==> config.mk <==
export PLATFORM = sky130hd
export DESIGN_NAME = uart_tx_fifo_flat
export DESIGN_NICKNAME = d
export VERILOG_FILES = /design/src/rtl/uart_pkg.sv /design/src/rtl/uart_tx_fifo_if.sv /design/src/rtl/uart_tx_sync_fifo.sv /design/src/rtl/uart_tx_fifo.sv /design/src/flat_wrapper.sv
export SDC_FILE = /design/constraint.sdc
export NUM_CORES = 1
export LEC_CHECK = 0
export ABC_AREA = 1
export ABC_CLOCK_PERIOD_IN_PS = 3200
export BUFFER_PORTS_ARGS = -buffer_cell sky130_fd_sc_hd__buf_4
export CAP_MARGIN = 10
export CORE_MARGIN = 2
export CORE_UTILIZATION = 35
export DETAILED_ROUTE_END_ITERATION = 8
export PLACE_DENSITY_LB_ADDON = 0.2
export REMOVE_ABC_BUFFERS = 1
export SETUP_SLACK_MARGIN = 0.4
export SYNTH_ARGS = -nofsm -noshare
export SYNTH_HDL_FRONTEND = slang
export SYNTH_SLANG_ARGS = --single-unit
==> constraint.sdc <==
create_clock -name int_clk -period 3.2 [get_ports int_clk]
set_input_delay 0.48 -clock int_clk [delete_from_list [all_inputs] [get_ports int_clk]]
set_output_delay 0.48 -clock int_clk [all_outputs]
set_load 0.1 [all_outputs]
==> src/rtl/uart_pkg.sv <==
// Shared UART constants and the transmitter state encoding.
// The receiver imports the same clock/baud defaults so both ends agree on
// the bit period.
package uart_pkg;

  localparam int CLK_FREQ_DEFAULT = 12_000_000;
  localparam int BAUD_DEFAULT     = 115_200;

  // Whole oscillator cycles per serial bit; the fractional part is dropped.
  function automatic int clks_per_bit(input int clk_freq, input int baud);
    return clk_freq / baud;
  endfunction

  localparam int CLKS_PER_BIT_DEFAULT = clks_per_bit(CLK_FREQ_DEFAULT, BAUD_DEFAULT);

  // PARITY is only reachable when the parity build option is enabled.
  typedef enum logic [2:0] {
    IDLE   = 3'd0,
    START  = 3'd1,
    DATA   = 3'd2,
    PARITY = 3'd3,
    STOP   = 3'd4
  } tx_state_e;

endpackage

==> src/rtl/uart_tx_fifo_if.sv <==
// Byte push channel into the UART transmitter: valid/ready handshake.
// The producer owns data/valid, the transmitter owns ready.
interface uart_tx_fifo_if;
  logic [7:0] tx_data;
  logic       tx_valid;
  logic       tx_ready;

  modport master (output tx_data, output tx_valid, input tx_ready);
  modport slave  (input tx_data, input tx_valid, output tx_ready);
endinterface

==> src/rtl/uart_tx_sync_fifo.sv <==
// Small synchronous circular FIFO with first-word fall-through head.
// Pointers wrap naturally (depth is a power of two); count has one extra bit
// so that full and empty are distinct. Push when full and pop when empty are
// ignored, so a push into a full FIFO is refused even if a pop happens in the
// same cycle.
module uart_tx_sync_fifo #(
  parameter int WIDTH = 8,
  parameter int DEPTH = 4
) (
  input  logic                     clk,
  input  logic                     rst,
  input  logic                     push,
  input  logic [WIDTH-1:0]         push_data,
  input  logic                     pop,
  output logic [WIDTH-1:0]         head,
  output logic                     full,
  output logic                     empty,
  output logic [$clog2(DEPTH):0]   count
);

  localparam int AW = $clog2(DEPTH);
  localparam logic [AW:0] DEPTH_CNT = (AW + 1)'(DEPTH);

  logic [WIDTH-1:0] mem_q [DEPTH];
  logic [AW-1:0]    wr_ptr_q;
  logic [AW-1:0]    rd_ptr_q;
  logic [AW:0]      count_q;
  logic             do_push;
  logic             do_pop;

  assign full    = (count_q == DEPTH_CNT);
  assign empty   = (count_q == '0);
  assign do_push = push && !full;
  assign do_pop  = pop && !empty;
  assign head    = mem_q[rd_ptr_q];
  assign count   = count_q;

  // Storage needs no reset: an entry is only read after it has been written.
  always_ff @(posedge clk) begin
    if (do_push) begin
      mem_q[wr_ptr_q] <= push_data;
    end
  end

  // Pointer and occupancy bookkeeping; push+pop together leaves count alone.
  always_ff @(posedge clk or posedge rst) begin
    if (rst) begin
      wr_ptr_q <= '0;
      rd_ptr_q <= '0;
      count_q  <= '0;
    end else begin
      if (do_push) begin
        wr_ptr_q <= wr_ptr_q + AW'(1);
      end
      if (do_pop) begin
        rd_ptr_q <= rd_ptr_q + AW'(1);
      end
      case ({do_push, do_pop})
        2'b10:   count_q <= count_q + (AW + 1)'(1);
        2'b01:   count_q <= count_q - (AW + 1)'(1);
        default: count_q <= count_q;
      endcase
    end
  end

endmodule

==> src/rtl/uart_tx_fifo.sv <==
// UART transmitter with input FIFO: 8N1 frames by default, 8E1 when the
// UART_TX_PARITY_EN macro is defined (adds a PARITY state after DATA).
// The line output is a register fed from the current state, so the start bit
// appears two edges after a byte is accepted into an idle transmitter.
module uart_tx_fifo
  import uart_pkg::*;
#(
  parameter int CLK_FREQ   = CLK_FREQ_DEFAULT,
  parameter int BAUD       = BAUD_DEFAULT,
  parameter int FIFO_DEPTH = 4
) (
  input  logic          int_clk,
  input  logic          rst,
  uart_tx_fifo_if.slave tx_if,
  output logic          uart_tx,
  output logic          tx_busy
);

  localparam int CLKS_PER_BIT = clks_per_bit(CLK_FREQ, BAUD);
  localparam int TW           = (CLKS_PER_BIT > 1) ? $clog2(CLKS_PER_BIT) : 1;
  localparam logic [TW-1:0] TIMER_LOAD = TW'(CLKS_PER_BIT - 1);
  localparam int AW           = $clog2(FIFO_DEPTH);
  localparam logic [AW:0] DEPTH_CNT = (AW + 1)'(FIFO_DEPTH);

  tx_state_e     state_q, state_d;
  logic [TW-1:0] timer_q, timer_d;
  logic [7:0]    shift_q, shift_d;
  logic [2:0]    bit_idx_q, bit_idx_d;
  logic          uart_tx_q, uart_tx_d;
`ifdef UART_TX_PARITY_EN
  logic          parity_q, parity_d;
`endif

  logic          fifo_push;
  logic          fifo_pop;
  logic [7:0]    fifo_head;
  logic          fifo_full;
  logic          fifo_empty;
  logic [AW:0]   fifo_count;
  logic          bit_done;

  // Ready is decoded from the registered count, i.e. before any same-cycle pop.
  assign tx_if.tx_ready = (fifo_count < DEPTH_CNT);
  assign fifo_push      = tx_if.tx_valid && !fifo_full;
  assign bit_done       = (timer_q == '0);
  assign uart_tx        = uart_tx_q;
  assign tx_busy        = (state_q != IDLE) || !fifo_empty;

  uart_tx_sync_fifo #(
    .WIDTH (8),
    .DEPTH (FIFO_DEPTH)
  ) u_fifo (
    .clk       (int_clk),
    .rst       (rst),
    .push      (fifo_push),
    .push_data (tx_if.tx_data),
    .pop       (fifo_pop),
    .head      (fifo_head),
    .full      (fifo_full),
    .empty     (fifo_empty),
    .count     (fifo_count)
  );

  // State, bit timer, shifter and line register.
  always_ff @(posedge int_clk or posedge rst) begin
    if (rst) begin
      state_q   <= IDLE;
      timer_q   <= '0;
      shift_q   <= '0;
      bit_idx_q <= '0;
      uart_tx_q <= 1'b1;
`ifdef UART_TX_PARITY_EN
      parity_q  <= 1'b0;
`endif
    end else begin
      state_q   <= state_d;
      timer_q   <= timer_d;
      shift_q   <= shift_d;
      bit_idx_q <= bit_idx_d;
      uart_tx_q <= uart_tx_d;
`ifdef UART_TX_PARITY_EN
      parity_q  <= parity_d;
`endif
    end
  end

  // Frame sequencing: pop a byte, then START, 8 DATA bits, [PARITY], STOP.
  always_comb begin
    state_d   = state_q;
    timer_d   = timer_q;
    shift_d   = shift_q;
    bit_idx_d = bit_idx_q;
    fifo_pop  = 1'b0;
`ifdef UART_TX_PARITY_EN
    parity_d  = parity_q;
`endif

    case (state_q)
      IDLE: begin
        if (!fifo_empty) begin
          state_d  = START;
          fifo_pop = 1'b1;
          shift_d  = fifo_head;
          timer_d  = TIMER_LOAD;
`ifdef UART_TX_PARITY_EN
          parity_d = ^fifo_head;
`endif
        end
      end

      START: begin
        if (bit_done) begin
          state_d   = DATA;
          bit_idx_d = '0;
          timer_d   = TIMER_LOAD;
        end else begin
          timer_d = timer_q - TW'(1);
        end
      end

      DATA: begin
        if (bit_done) begin
          timer_d = TIMER_LOAD;
          shift_d = {1'b0, shift_q[7:1]};
          if (bit_idx_q == 3'd7) begin
`ifdef UART_TX_PARITY_EN
            state_d = PARITY;
`else
            state_d = STOP;
`endif
          end else begin
            bit_idx_d = bit_idx_q + 3'd1;
          end
        end else begin
          timer_d = timer_q - TW'(1);
        end
      end

`ifdef UART_TX_PARITY_EN
      PARITY: begin
        if (bit_done) begin
          state_d = STOP;
          timer_d = TIMER_LOAD;
        end else begin
          timer_d = timer_q - TW'(1);
        end
      end
`endif

      STOP: begin
        if (bit_done) begin
          // Chain straight into the next start bit when more bytes wait.
          if (!fifo_empty) begin
            state_d  = START;
            fifo_pop = 1'b1;
            shift_d  = fifo_head;
            timer_d  = TIMER_LOAD;
`ifdef UART_TX_PARITY_EN
            parity_d = ^fifo_head;
`endif
          end else begin
            state_d = IDLE;
            timer_d = '0;
          end
        end else begin
          timer_d = timer_q - TW'(1);
        end
      end

      default: begin
        state_d = IDLE;
        timer_d = '0;
      end
    endcase
  end

  // Line level for the next cycle, taken from the current state.
  always_comb begin
    uart_tx_d = 1'b1;
    case (state_q)
      START:   uart_tx_d = 1'b0;
      DATA:    uart_tx_d = shift_q[0];
`ifdef UART_TX_PARITY_EN
      PARITY:  uart_tx_d = parity_q;
`endif
      default: uart_tx_d = 1'b1;
    endcase
  end

endmodule
==> src/flat_wrapper.sv <==
// flat-port wrapper written by rule: the top's interface ports become plain ports
module uart_tx_fifo_flat import uart_pkg::*;
#(
  parameter int CLK_FREQ   = CLK_FREQ_DEFAULT,
  parameter int BAUD       = BAUD_DEFAULT,
  parameter int FIFO_DEPTH = 4
)
  (int_clk, rst, uart_tx, tx_busy, tx_if_tx_data, tx_if_tx_valid, tx_if_tx_ready);
  uart_tx_fifo_if tx_if_i ();
  input  logic int_clk;
  input  logic rst;
  output logic uart_tx;
  output logic tx_busy;
  input wire logic [$bits(tx_if_i.tx_data)-1:0] tx_if_tx_data;
  input wire logic [$bits(tx_if_i.tx_valid)-1:0] tx_if_tx_valid;
  output wire logic [$bits(tx_if_i.tx_ready)-1:0] tx_if_tx_ready;
  assign tx_if_i.tx_data = tx_if_tx_data;
  assign tx_if_i.tx_valid = tx_if_tx_valid;
  assign tx_if_tx_ready = tx_if_i.tx_ready;
  uart_tx_fifo #(.CLK_FREQ(CLK_FREQ), .BAUD(BAUD), .FIFO_DEPTH(FIFO_DEPTH)) u_core (.int_clk(int_clk), .rst(rst), .tx_if(tx_if_i), .uart_tx(uart_tx), .tx_busy(tx_busy));
endmodule
==> results.md <==
- CTS H-tree depth: 3
- Skew-Pair Late Insertion Delay: 0.34 ns
- Grt ovf: 0
- Top cell by count, worst path: inv_1
- Buf/Inv on CP: 3
- RSZ-0062 raised after global routing: no
- Antenna diodes: 0
- Post-route cell area: 3390 sq um
- Post-Syn Instances: 300
- Initial DRC Count: 80
- Clock Tree Root: clkbuf_8
- Dpl hpwl: 3610 um
- TritonCTS buffer count: 9
- Worst Hold Class: input port to async pin
- Setup bufs post-CTS: 0
- CP max stage cell: dfrtp_1
- Final Hold Vio Count: 0
- Vias: 1970
- Die H: 96.2 um
- Die X: 96.2 um
- Crit path launch type: flop
- P_leak: 1.50 nW
- Total iterations of the first detailed-routing run: 4
- Gpl congestion: 0.722
- Final setup viols: 0
- Avg Cell Area, Syn: 9.91 sq um
- # rows: 33
- Avg WL per Cell: 12.5 um
- Post-Syn Area: 2970 sq um
- Period utilization: 77.2%
- Slew HR: 44.2%
- Min Tclk post-route: 2.47 ns
- Critical path class: flop to flop
- Cts hold-fix bufs: 0
- CP peak stage delay: 0.42 ns
- Cell Chain, Critical Path: inv_1, ha_1, inv_1, nor2_4, nand3_4, a21oi_4, ha_1, inv_1, fa_1, a21oi_1, o21ai_0, xor2_1
- Most frequent cells in the layout: nand2_1 (113), edfxtp_1 (32), dfrtp_1 (28), nand3_1 (26), inv_1 (16)
- Synth area leaders: edfxtp_1 (32%), dfrtp_1 (24%), nand2_1 (14%)
- Cell Pwr Density: 598 nW/um^2
- Largest net degree at the start of global routing: 30
- Initial antenna violation count: 0
- Least-Margin Pin Slew: 0.834 ns
- Worst-path clk slew: 0.08 ns
- Via density: 4.58
- Max Cap Viol: 0
- Layout cells sized above 1: 19.4%
- Worst Skew: 0.00972 ns
- Fin. max-slew vios: 0
- Core Region: 8220 sq um
- Worst VDD drop: 0.000413 V
- IO Count: 14
- Vias in the first global route: 1900
- Area post-placement: 3180 sq um
- CP top delay family: adder cells
- Total track usage: 13.8%
- #FFs+latches synth: 61
- Final wirelength: 5390 um
- Distinct cells, synth: 36
- Area Growth Syn to Fin: 14.1%
- R2R Setup Slk: 0.73 ns
- Synth top area share: 32.3%
- Status: completed
- Fmax: 0.405 GHz
- Post-DRT Antenna Nets: 0
- Cell taking the most area after synthesis: edfxtp_1
- DRC: 0
- Commonest non-fill, non-tap cell in the layout: nand2_1
- Clk buf depth: 2
- CTS tree: yes
- Placed insts: 414
- Critical path peak fanout: 10
- Clk sink count: 61
- Sequential share of the synthesized area: 56.8%
- Setup tns final: 0 ns
- Final net count: 340
- IO Port Bufs: 13
- Total chip power: 2.03 mW
- Area of the die: 9250 sq um
- Initial Util: 36.2%
- Worst EP arrival: 2.69 ns
- Post-cts resize count: 0
- Crit path capture type: flop
- Worst Path Required: 3.42 ns
- Yosys warns: 0
- Non-filler cells, final: 430
- First-pass GRT wire length: 9380 um
path summary, 6_finish.rpt:
path,start,to,cells past startpoint
min in group int_clk,tx_if_tx_data[4],u_core.u_fifo.mem_q[3][4],1
hold reg to reg,u_core.shift_q[0],u_core.shift_q[0],2
hold / removal,rst,u_core.bit_idx_q[2],3
setup / recovery,u_core.timer_q[0],u_core.u_fifo.count[2],12
setup reg to reg,u_core.timer_q[0],u_core.u_fifo.count[2],12
max in group asynchronous,rst,u_core.uart_tx,3
cell families after synthesis:
kind of cell	synth area share [%]
AOI/OAI and AO/OA	4.76
and+or+nand+nor	27.9
xor gates and xnor gates	2.06
adders and majority gates	4.04
DFF	56.8
buffers and inverters	4.50
stage by stage:
step | hold slack [ns] | util, % | setup WS (ns)
6_report | 0.216 | 41.3 | 0.731
5_1_grt | 0.257 | 41.3 | 0.545
4_1_cts | 0.213 | 41.3 | 0.709
3_5_place_dp | 0.465 | 38.8 | 0.726
3_3_place_gp | 0.463 | 38.8 | 0.827
2_1_floorplan | 0.443 | - | 0.924
state kept, by name, summed over array words and instances, names as in the netlist:
name	cells
u_core.u_fifo.rd_ptr_q	2
u_core.u_fifo.count	3
u_core.bit_idx_q	3
u_core.u_fifo.wr_ptr_q	2
u_core.u_fifo.mem_q	32
u_core.uart_tx	1
u_core.shift_q	8
u_core.timer_q	7
u_core.state_q	3
power by group:
part           internal [mW]  switching, mW
sequential             0.950         0.0443
combinational         0.0962          0.237
clock                  0.371          0.329
total                   1.42          0.611
metal layers:
layer  wire length, um  GRT usage [%]  part of all wire (%)
met1              2560           18.3                    47
met2              2560           21.4                    47
met3               214           4.70                   4.0
met4                59           3.93                   1.1
met5                 0              0                     0
final cells by class:
type	instances	area [sq um]
repair buffers	15	113
clock buffers	9	124
multi-input cells	208	1150
well taps	105	131
flip-flops and latches	61	1690
inverters	25	101
fillers	787	4820
clock inverters	7	83.8
worst register-to-register path: stages, from the launching register on:
cell and delay (ns):
dfrtp_1 0.42, inv_1 0.11, ha_1 0.23, inv_1 0.09, nor2_4 0.10, nand3_4 0.16, a21oi_4 0.24, ha_1 0.17
inv_1 0.06, fa_1 0.38, a21oi_1 0.14, o21ai_0 0.11, xor2_1 0.15
Yosys cell counts, drive strengths merged:
library cell / number
a21oi: 6
buf: 6
clkinv: 2
dfrtp: 28
dfstp: 1
edfxtp: 32
fa: 1
ha: 8
inv: 23
nand2: 120
nand3: 33
nand4: 2
nor2: 16
nor3: 1
o211ai: 1
o21ai: 9
o21bai: 1
o31ai: 2
or2: 1
xnor2: 1
xor2: 6
(Power assumes the default switching activity.)
